$ cat src/rtl/pc_sequencer_pkg.sv
// pc_sequencer_pkg: shared types and constants for the PC fetch sequencer.
//   AW            instruction address width
//   RESET_VECTOR  value the PC register itself resets to
//   addr_t        instruction address type
//   seq_state_e   sequencer FSM states
//   redirect_t    arbitrated redirect request {vld, target, misaligned}
package pc_sequencer_pkg;

    localparam int unsigned AW = 32;
    localparam logic [AW-1:0] RESET_VECTOR = '0;

    typedef logic [AW-1:0] addr_t;

    typedef enum logic [1:0] {
        SEQ_BOOT   = 2'd0,
        SEQ_FETCH  = 2'd1,
        SEQ_HALTED = 2'd2
    } seq_state_e;

    typedef struct packed {
        logic  vld;
        addr_t target;      // already word-aligned
        logic  misaligned;  // raw target had bit[1] set
    } redirect_t;

endpackage

$ cat src/rtl/pc_sequencer_if.sv
// pc_sequencer_if: bundles the sequencer's hazard, EX/CSR, imem and PC-control
// signals.
//   master : the sequencer (consumes requests, drives PC control and flushes)
//   slave  : the surrounding pipeline / PC / imem
interface pc_sequencer_if;
    import pc_sequencer_pkg::*;

    logic  stall_i;
    logic  br_taken_i;
    addr_t br_target_i;
    logic  trap_i;
    addr_t trap_vector_i;
    logic  mret_i;
    addr_t mepc_i;
    logic  halt_i;
    logic  imem_ack_i;
    logic  imem_req_o;
    logic  pc_wr_enable_o;
    logic  pc_jump_enable_o;
    addr_t pc_jump_addr_o;
    logic  flush_if_o;
    logic  flush_id_o;
    logic  misalign_o;
    logic  halted_o;

    modport master (
        input  stall_i, br_taken_i, br_target_i, trap_i, trap_vector_i,
               mret_i, mepc_i, halt_i, imem_ack_i,
        output imem_req_o, pc_wr_enable_o, pc_jump_enable_o, pc_jump_addr_o,
               flush_if_o, flush_id_o, misalign_o, halted_o
    );

    modport slave (
        output stall_i, br_taken_i, br_target_i, trap_i, trap_vector_i,
               mret_i, mepc_i, halt_i, imem_ack_i,
        input  imem_req_o, pc_wr_enable_o, pc_jump_enable_o, pc_jump_addr_o,
               flush_if_o, flush_id_o, misalign_o, halted_o
    );

endinterface

$ cat src/rtl/pc_sequencer_arbiter.sv
// redirect_arbiter: combinational fixed-priority select of redirect sources,
// trap > mret > taken branch.
//   trap/trap_vector, mret/mepc, br_taken/br_target : raw requests
//   redirect : {vld, word-aligned target, misaligned (raw bit[1])}
module redirect_arbiter
    import pc_sequencer_pkg::*;
(
    input  logic      trap,
    input  addr_t     trap_vector,
    input  logic      mret,
    input  addr_t     mepc,
    input  logic      br_taken,
    input  addr_t     br_target,
    output redirect_t redirect
);

    addr_t sel;
    logic  unused_sel_bit0;

    always_comb begin
        sel = '0;
        if (trap) begin
            sel = trap_vector;
        end else if (mret) begin
            sel = mepc;
        end else if (br_taken) begin
            sel = br_target;
        end
        redirect.vld        = trap | mret | br_taken;
        redirect.target     = {sel[AW-1:2], 2'b00};
        redirect.misaligned = redirect.vld & sel[1];
    end

    // Only bit[1] is diagnosed; bit[0] is dropped by the forced alignment.
    assign unused_sel_bit0 = sel[0];

endmodule

$ cat src/rtl/pc_sequencer.sv
// pc_sequencer: fetch-side PC controller. Sequences PC writes against the
// imem handshake and hazard stalls, arbitrates trap/mret/branch redirects,
// holds a single pending redirect while the PC cannot advance, and issues
// pipeline flushes.
//   clk  : clock
//   rst  : asynchronous, active-low reset
//   bus  : pc_sequencer_if.master (requests in, PC control / flush out)
module pc_sequencer
    import pc_sequencer_pkg::*;
(
    input  logic           clk,
    input  logic           rst,
    pc_sequencer_if.master bus
);

    seq_state_e state, state_next;
    logic       pending_vld, pending_vld_next;
    addr_t      pending_addr, pending_addr_next;
    logic       misalign_q, misalign_next;

    redirect_t  raw;
    logic       advance;
    logic       eff_vld;
    addr_t      eff_target;

    redirect_arbiter u_arbiter (
        .trap        (bus.trap_i),
        .trap_vector (bus.trap_vector_i),
        .mret        (bus.mret_i),
        .mepc        (bus.mepc_i),
        .br_taken    (bus.br_taken_i),
        .br_target   (bus.br_target_i),
        .redirect    (raw)
    );

    assign advance    = bus.imem_ack_i & ~bus.stall_i;
    // A fresh request always beats whatever is parked in the pending slot.
    assign eff_vld    = raw.vld | pending_vld;
    assign eff_target = raw.vld ? raw.target : pending_addr;

    always_ff @(posedge clk or negedge rst) begin
        if (!rst) begin
            state        <= SEQ_BOOT;
            pending_vld  <= 1'b0;
            pending_addr <= '0;
            misalign_q   <= 1'b0;
        end else begin
            state        <= state_next;
            pending_vld  <= pending_vld_next;
            pending_addr <= pending_addr_next;
            misalign_q   <= misalign_next;
        end
    end

    always_comb begin
        state_next           = state;
        pending_vld_next     = pending_vld;
        pending_addr_next    = pending_addr;
        misalign_next        = 1'b0;
        bus.imem_req_o       = 1'b0;
        bus.pc_wr_enable_o   = 1'b0;
        bus.pc_jump_enable_o = 1'b0;
        bus.pc_jump_addr_o   = '0;
        bus.flush_if_o       = 1'b0;
        bus.flush_id_o       = 1'b0;

        unique case (state)
            SEQ_BOOT: begin
                state_next = SEQ_FETCH;
            end

            SEQ_FETCH: begin
                bus.imem_req_o = 1'b1;
                bus.flush_if_o = eff_vld;
                bus.flush_id_o = raw.vld;
                misalign_next  = raw.misaligned;
                if (advance) begin
                    bus.pc_wr_enable_o = 1'b1;
                    if (eff_vld) begin
                        // Redirect (same-cycle or pending) is consumed; a
                        // concurrent halt request is dropped.
                        bus.pc_jump_enable_o = 1'b1;
                        bus.pc_jump_addr_o   = eff_target;
                        pending_vld_next     = 1'b0;
                    end else if (bus.halt_i) begin
                        state_next = SEQ_HALTED;
                    end
                end else if (raw.vld) begin
                    pending_vld_next  = 1'b1;
                    pending_addr_next = raw.target;
                end
            end

            SEQ_HALTED: begin
                // Only a trap wakes the core; it bypasses the imem handshake.
                if (bus.trap_i) begin
                    bus.pc_wr_enable_o   = 1'b1;
                    bus.pc_jump_enable_o = 1'b1;
                    bus.pc_jump_addr_o   = raw.target;
                    bus.flush_if_o       = 1'b1;
                    bus.flush_id_o       = 1'b1;
                    misalign_next        = raw.misaligned;
                    state_next           = SEQ_FETCH;
                end
            end

            default: begin
                state_next = SEQ_BOOT;
            end
        endcase
    end

    assign bus.misalign_o = misalign_q;
    assign bus.halted_o   = (state == SEQ_HALTED);

endmodule

$ cat src/flat_wrapper.sv
// flat-port wrapper written by rule: the top's interface ports become plain ports
module pc_sequencer_flat import pc_sequencer_pkg::*;
  (clk, rst, bus_stall_i, bus_br_taken_i, bus_br_target_i, bus_trap_i, bus_trap_vector_i, bus_mret_i, bus_mepc_i, bus_halt_i, bus_imem_ack_i, bus_imem_req_o, bus_pc_wr_enable_o, bus_pc_jump_enable_o, bus_pc_jump_addr_o, bus_flush_if_o, bus_flush_id_o, bus_misalign_o, bus_halted_o);
  pc_sequencer_if bus_i ();
  input  logic clk;
  input  logic rst;
  input wire logic [$bits(bus_i.stall_i)-1:0] bus_stall_i;
  input wire logic [$bits(bus_i.br_taken_i)-1:0] bus_br_taken_i;
  input wire logic [$bits(bus_i.br_target_i)-1:0] bus_br_target_i;
  input wire logic [$bits(bus_i.trap_i)-1:0] bus_trap_i;
  input wire logic [$bits(bus_i.trap_vector_i)-1:0] bus_trap_vector_i;
  input wire logic [$bits(bus_i.mret_i)-1:0] bus_mret_i;
  input wire logic [$bits(bus_i.mepc_i)-1:0] bus_mepc_i;
  input wire logic [$bits(bus_i.halt_i)-1:0] bus_halt_i;
  input wire logic [$bits(bus_i.imem_ack_i)-1:0] bus_imem_ack_i;
  output wire logic [$bits(bus_i.imem_req_o)-1:0] bus_imem_req_o;
  output wire logic [$bits(bus_i.pc_wr_enable_o)-1:0] bus_pc_wr_enable_o;
  output wire logic [$bits(bus_i.pc_jump_enable_o)-1:0] bus_pc_jump_enable_o;
  output wire logic [$bits(bus_i.pc_jump_addr_o)-1:0] bus_pc_jump_addr_o;
  output wire logic [$bits(bus_i.flush_if_o)-1:0] bus_flush_if_o;
  output wire logic [$bits(bus_i.flush_id_o)-1:0] bus_flush_id_o;
  output wire logic [$bits(bus_i.misalign_o)-1:0] bus_misalign_o;
  output wire logic [$bits(bus_i.halted_o)-1:0] bus_halted_o;
  assign bus_i.stall_i = bus_stall_i;
  assign bus_i.br_taken_i = bus_br_taken_i;
  assign bus_i.br_target_i = bus_br_target_i;
  assign bus_i.trap_i = bus_trap_i;
  assign bus_i.trap_vector_i = bus_trap_vector_i;
  assign bus_i.mret_i = bus_mret_i;
  assign bus_i.mepc_i = bus_mepc_i;
  assign bus_i.halt_i = bus_halt_i;
  assign bus_i.imem_ack_i = bus_imem_ack_i;
  assign bus_imem_req_o = bus_i.imem_req_o;
  assign bus_pc_wr_enable_o = bus_i.pc_wr_enable_o;
  assign bus_pc_jump_enable_o = bus_i.pc_jump_enable_o;
  assign bus_pc_jump_addr_o = bus_i.pc_jump_addr_o;
  assign bus_flush_if_o = bus_i.flush_if_o;
  assign bus_flush_id_o = bus_i.flush_id_o;
  assign bus_misalign_o = bus_i.misalign_o;
  assign bus_halted_o = bus_i.halted_o;
  pc_sequencer u_core (.clk(clk), .rst(rst), .bus(bus_i));
endmodule
$ cat config.mk
export PLATFORM = sky130hd
export DESIGN_NAME = pc_sequencer_flat
export DESIGN_NICKNAME = d
export VERILOG_FILES = /design/src/rtl/pc_sequencer_pkg.sv /design/src/rtl/pc_sequencer_if.sv /design/src/rtl/pc_sequencer_arbiter.sv /design/src/rtl/pc_sequencer.sv /design/src/flat_wrapper.sv
export SDC_FILE = /design/constraint.sdc
export NUM_CORES = 1
export LEC_CHECK = 0
export CAP_MARGIN = 5
export CORE_ASPECT_RATIO = 0.5
export CORE_MARGIN = 3
export CORE_UTILIZATION = 44
export DETAILED_ROUTE_END_ITERATION = 7
export PLACE_DENSITY_LB_ADDON = 0.3
export SLEW_MARGIN = 10
export SYNTH_ARGS = -nofsm -noshare
export SYNTH_HDL_FRONTEND = slang
export SYNTH_HIERARCHICAL = 1
export SYNTH_SLANG_ARGS = --single-unit
$ cat constraint.sdc
create_clock -name clk -period 7.59 [get_ports clk]
set_input_delay 2.277 -clock clk [delete_from_list [all_inputs] [get_ports clk]]
set_output_delay 2.277 -clock clk [all_outputs]
set_load 0.03 [all_outputs]
==> results.json <==
{
  "root_buffer": "sky130_fd_sc_hd__clkbuf_16",
  "setup_viol": 0,
  "placementRows": 19,
  "clock_skew_ps": 4.10,
  "max_cap_violations": 0,
  "clk_pin_slew_ps": 50,
  "fmax_mhz": 150,
  "pre_cts_slack_ps": 937,
  "antenna_found_initial": 0,
  "post_drt_wl_per_cell_um": 16.8,
  "critPathKind": "primary input to output port",
  "yosysUniqueCellTypes": 31,
  "routed-via-count": 2711,
  "finalCritPeriodShare_pct": 87.8,
  "number_of_h_tree_branching_levels": 2,
  "mappedNetlistArea_um2": 2840,
  "finalMaxSlewViolations": 0,
  "worstHoldStart": "u_core/pending_addr[7]",
  "synthToLayoutAreaGrowth_pct": 49.1,
  "synth_seq_area_share_pct": 31.7,
  "most_frequent_cell_after_synthesis": "sky130_fd_sc_hd__a21oi_1",
  "dieWidth_um": 120,
  "cts_inserted_buffers": 5,
  "netlist_top_cells_count": "sky130_fd_sc_hd__a21oi_1 (66), sky130_fd_sc_hd__dfrtp_1 (36), sky130_fd_sc_hd__nor2b_1 (32)",
  "timing.final.hold_violations": 0,
  "rsz_0062_raised_after_global_routing": "no",
  "asyncSetResetFlopFracSynth_pct": 100,
  "drt_wl_total_mm": 8.32,
  "power.total_mw": 1.05,
  "fin_crit_ps": 6660,
  "grt_pass1_wl_mm": 13.0,
  "post-dp-hpwl_mm": 6.07,
  "post_route_cells_drive_above_1_share_pct": 25.2,
  "synth_enable_flop_cells": 0,
  "synthesis.area_per_instance_um2": 9.84,
  "i_o_pin_count": 143,
  "cts_repair_resize_count": 0,
  "initial_standard_cell_utilization_of_the_core_pct": 48.6,
  "drt-initial-drc-count": 156,
  "cellInternalPower_mw": 0.723,
  "die-height_um": 62.8,
  "final_critical_path_setup_slack_ps": 925,
  "avgViaCountPerCell": 5.47,
  "io_buffers": 139,
  "relSlewSlack_pct": 36.4,
  "synthCells": 289,
  "clock_path_buffers": 2,
  "critical_path.endpoint_type": "output port",
  "crit_path_start_kind": "primary input",
  "cell_type_contributing_the_most_total_cell_area_after_synthesis": "sky130_fd_sc_hd__dfrtp_1",
  "power_per_cell_area_nw_per_um2": 248,
  "holdBufCountCts": 0,
  "coreArea_um2": 5850,
  "yosys_warnings": 6,
  "drt_drc_violations_left": 0,
  "power_switching_mw": 0.326,
  "finalCoreUtilization_pct": 72.5,
  "power.clock.fraction_pct": 28.4,
  "r2r_start": "u_core/state[1]",
  "run_status": "finished, final reports clean",
  "place.gp.congestion": 0.789,
  "cp_max_fo": 65,
  "synth_top_area_share_pct": 31.7,
  "numClockSinks": 36,
  "design.die.area_um2": 7520,
  "critPathLaunch": "bus_trap_i",
  "first_global_vias": 2684,
  "dominantRegCellSynth": "sky130_fd_sc_hd__dfrtp_1",
  "cts_tree": "done",
  "max-vdd-ir-drop_uv": 135,
  "gr-total-overflow": 0,
  "ant_nets": 0,
  "postCtsSetupBuffers": 0,
  "detailedRoute.firstPassIterationCount": 5,
  "grt_max_degree": 66,
  "power_frac_comb_pct": 39.5,
  "worstMarginPinSlew_ps": 952,
  "sequentialPowerShare_pct": 32.1,
  "dpl_cell_area_um2": 4020,
  "cp_data_arrival_time_ps": 4390,
  "synth.area.top_cells": "sky130_fd_sc_hd__dfrtp_1 (32%), sky130_fd_sc_hd__a21oi_1 (12%), sky130_fd_sc_hd__a22o_2 (9.9%), sky130_fd_sc_hd__mux2_2 (8.7%), sky130_fd_sc_hd__nand3b_1 (8.2%)",
  "yosys_register_bits": 36,
  "final_area_um2": 4240,
  "antenna_cells_inserted": 0,
  "track_usage_pct": 21.1,
  "cellLeakagePower_nw": 1.72,
  "fin_tns_setup_ps": 0,
  "holdCritPathClass": "flip-flop to flip-flop",
  "clk-insertion-delay-late_ps": 280,
  "power.share.switching_pct": 31.1,
  "fill_cells": 457,
  "nets": 519,
  "worst_ep_required_time_ps": 5310
}
## registers in the layout, summed over array words and instances (netlist names)
name	flops
u_core/pending_vld	1
u_core/pending_addr	32
u_core/state	2
u_core/bus.misalign_o	1
## path summary, 6_finish.rpt
check | end | slack [ps] | cells after the start
min reg2reg | u_core/pending_addr[7] | 490 | 1
min | u_core/pending_addr[7] | 490 | 1
max in group asynchronous | u_core/pending_addr[15] | 4990 | 1
max | bus_pc_jump_addr_o[19] | 930 | 6
max reg2reg | u_core/pending_addr[3] | 5240 | 5
min in group asynchronous | u_core/state[0] | 2090 | 1
## through the flow
step	std cells	hold WS [ps]
CTS	496	488
finish	496	491
global route	496	497
global placement	488	469
floorplan	290	459
detailed placement	488	476
## cell families (layout without fill, tap and decap cells)
family          Yosys count  after routing  share of synthesized area, %
mux                      33             33                          13.0
other cells               1              2                         0.132
compound gates          106            106                          25.1
buf+inv                  31            153                          9.24
simple gates             78             78                          19.1
fa+ha+maj                 4              4                          1.76
flops                    36             36                          31.7
## final cells by class
class / count / area [um2] / share of cell area, %
inverter: 2 / 7.51 / 0.177
sequential: 36 / 901 / 21.3
clock inverter: 3 / 90.1 / 2.13
multi-input combinational: 223 / 1680 / 39.7
timing repair buffer: 143 / 1330 / 31.3
tap: 84 / 105 / 2.48
clock buffer: 5 / 125 / 2.95
## layout by cell type (no fill, tap or decap), drive strengths merged
| master | synthesis | routed |
|---|---|---|
| clkdlybuf4s50 | 0 | 104 |
| a21oi | 66 | 66 |
| buf | 29 | 39 |
| dfrtp | 36 | 36 |
| nor2b | 33 | 33 |
| a22o | 32 | 32 |
| mux2 | 32 | 32 |
| nand3b | 31 | 31 |
| clkbuf | 0 | 5 |
| nand2 | 5 | 5 |
| ha | 4 | 4 |
| a21boi | 4 | 4 |
| nor2 | 4 | 4 |
| bufinv | 0 | 3 |
| inv | 2 | 2 |
| o21ai | 2 | 2 |
| conb | 1 | 2 |
| nand3 | 2 | 2 |
| nor3 | 1 | 1 |
| and2 | 1 | 1 |
| o21bai | 1 | 1 |
| mux2i | 1 | 1 |
| o22a | 1 | 1 |
| or3 | 1 | 1 |
## worst max-delay path, cell delays in order
cell and delay [ps]:
sky130_fd_sc_hd__buf_2 90, sky130_fd_sc_hd__buf_4 470, sky130_fd_sc_hd__nand2_1 280, sky130_fd_sc_hd__a21boi_4 800
sky130_fd_sc_hd__a22o_2 300, sky130_fd_sc_hd__buf_4 160
## routing by layer
metal | part of all wire [%] | track usage [%] | vias up
li1 | - | - | 1296
met1 | 41 | 24.8 | 1324
met2 | 52 | 39.0 | 85
met3 | 6.6 | 5.06 | 6
met4 | 0.94 | 4.99 | 0
met5 | 0 | 0 | -
## power groups by stage
stage / sequential [mW] / combinational, mW / clock (mW)
2_1_floorplan: 0.327 / 0.299 / 0
3_3_place_gp: 0.330 / 0.398 / 0
3_5_place_dp: 0.339 / 0.415 / 0
4_1_cts: 0.337 / 0.416 / 0.303
5_1_grt: 0.350 / 0.444 / 0.313
6_report: 0.337 / 0.414 / 0.298
(Power assumes the default switching activity.)
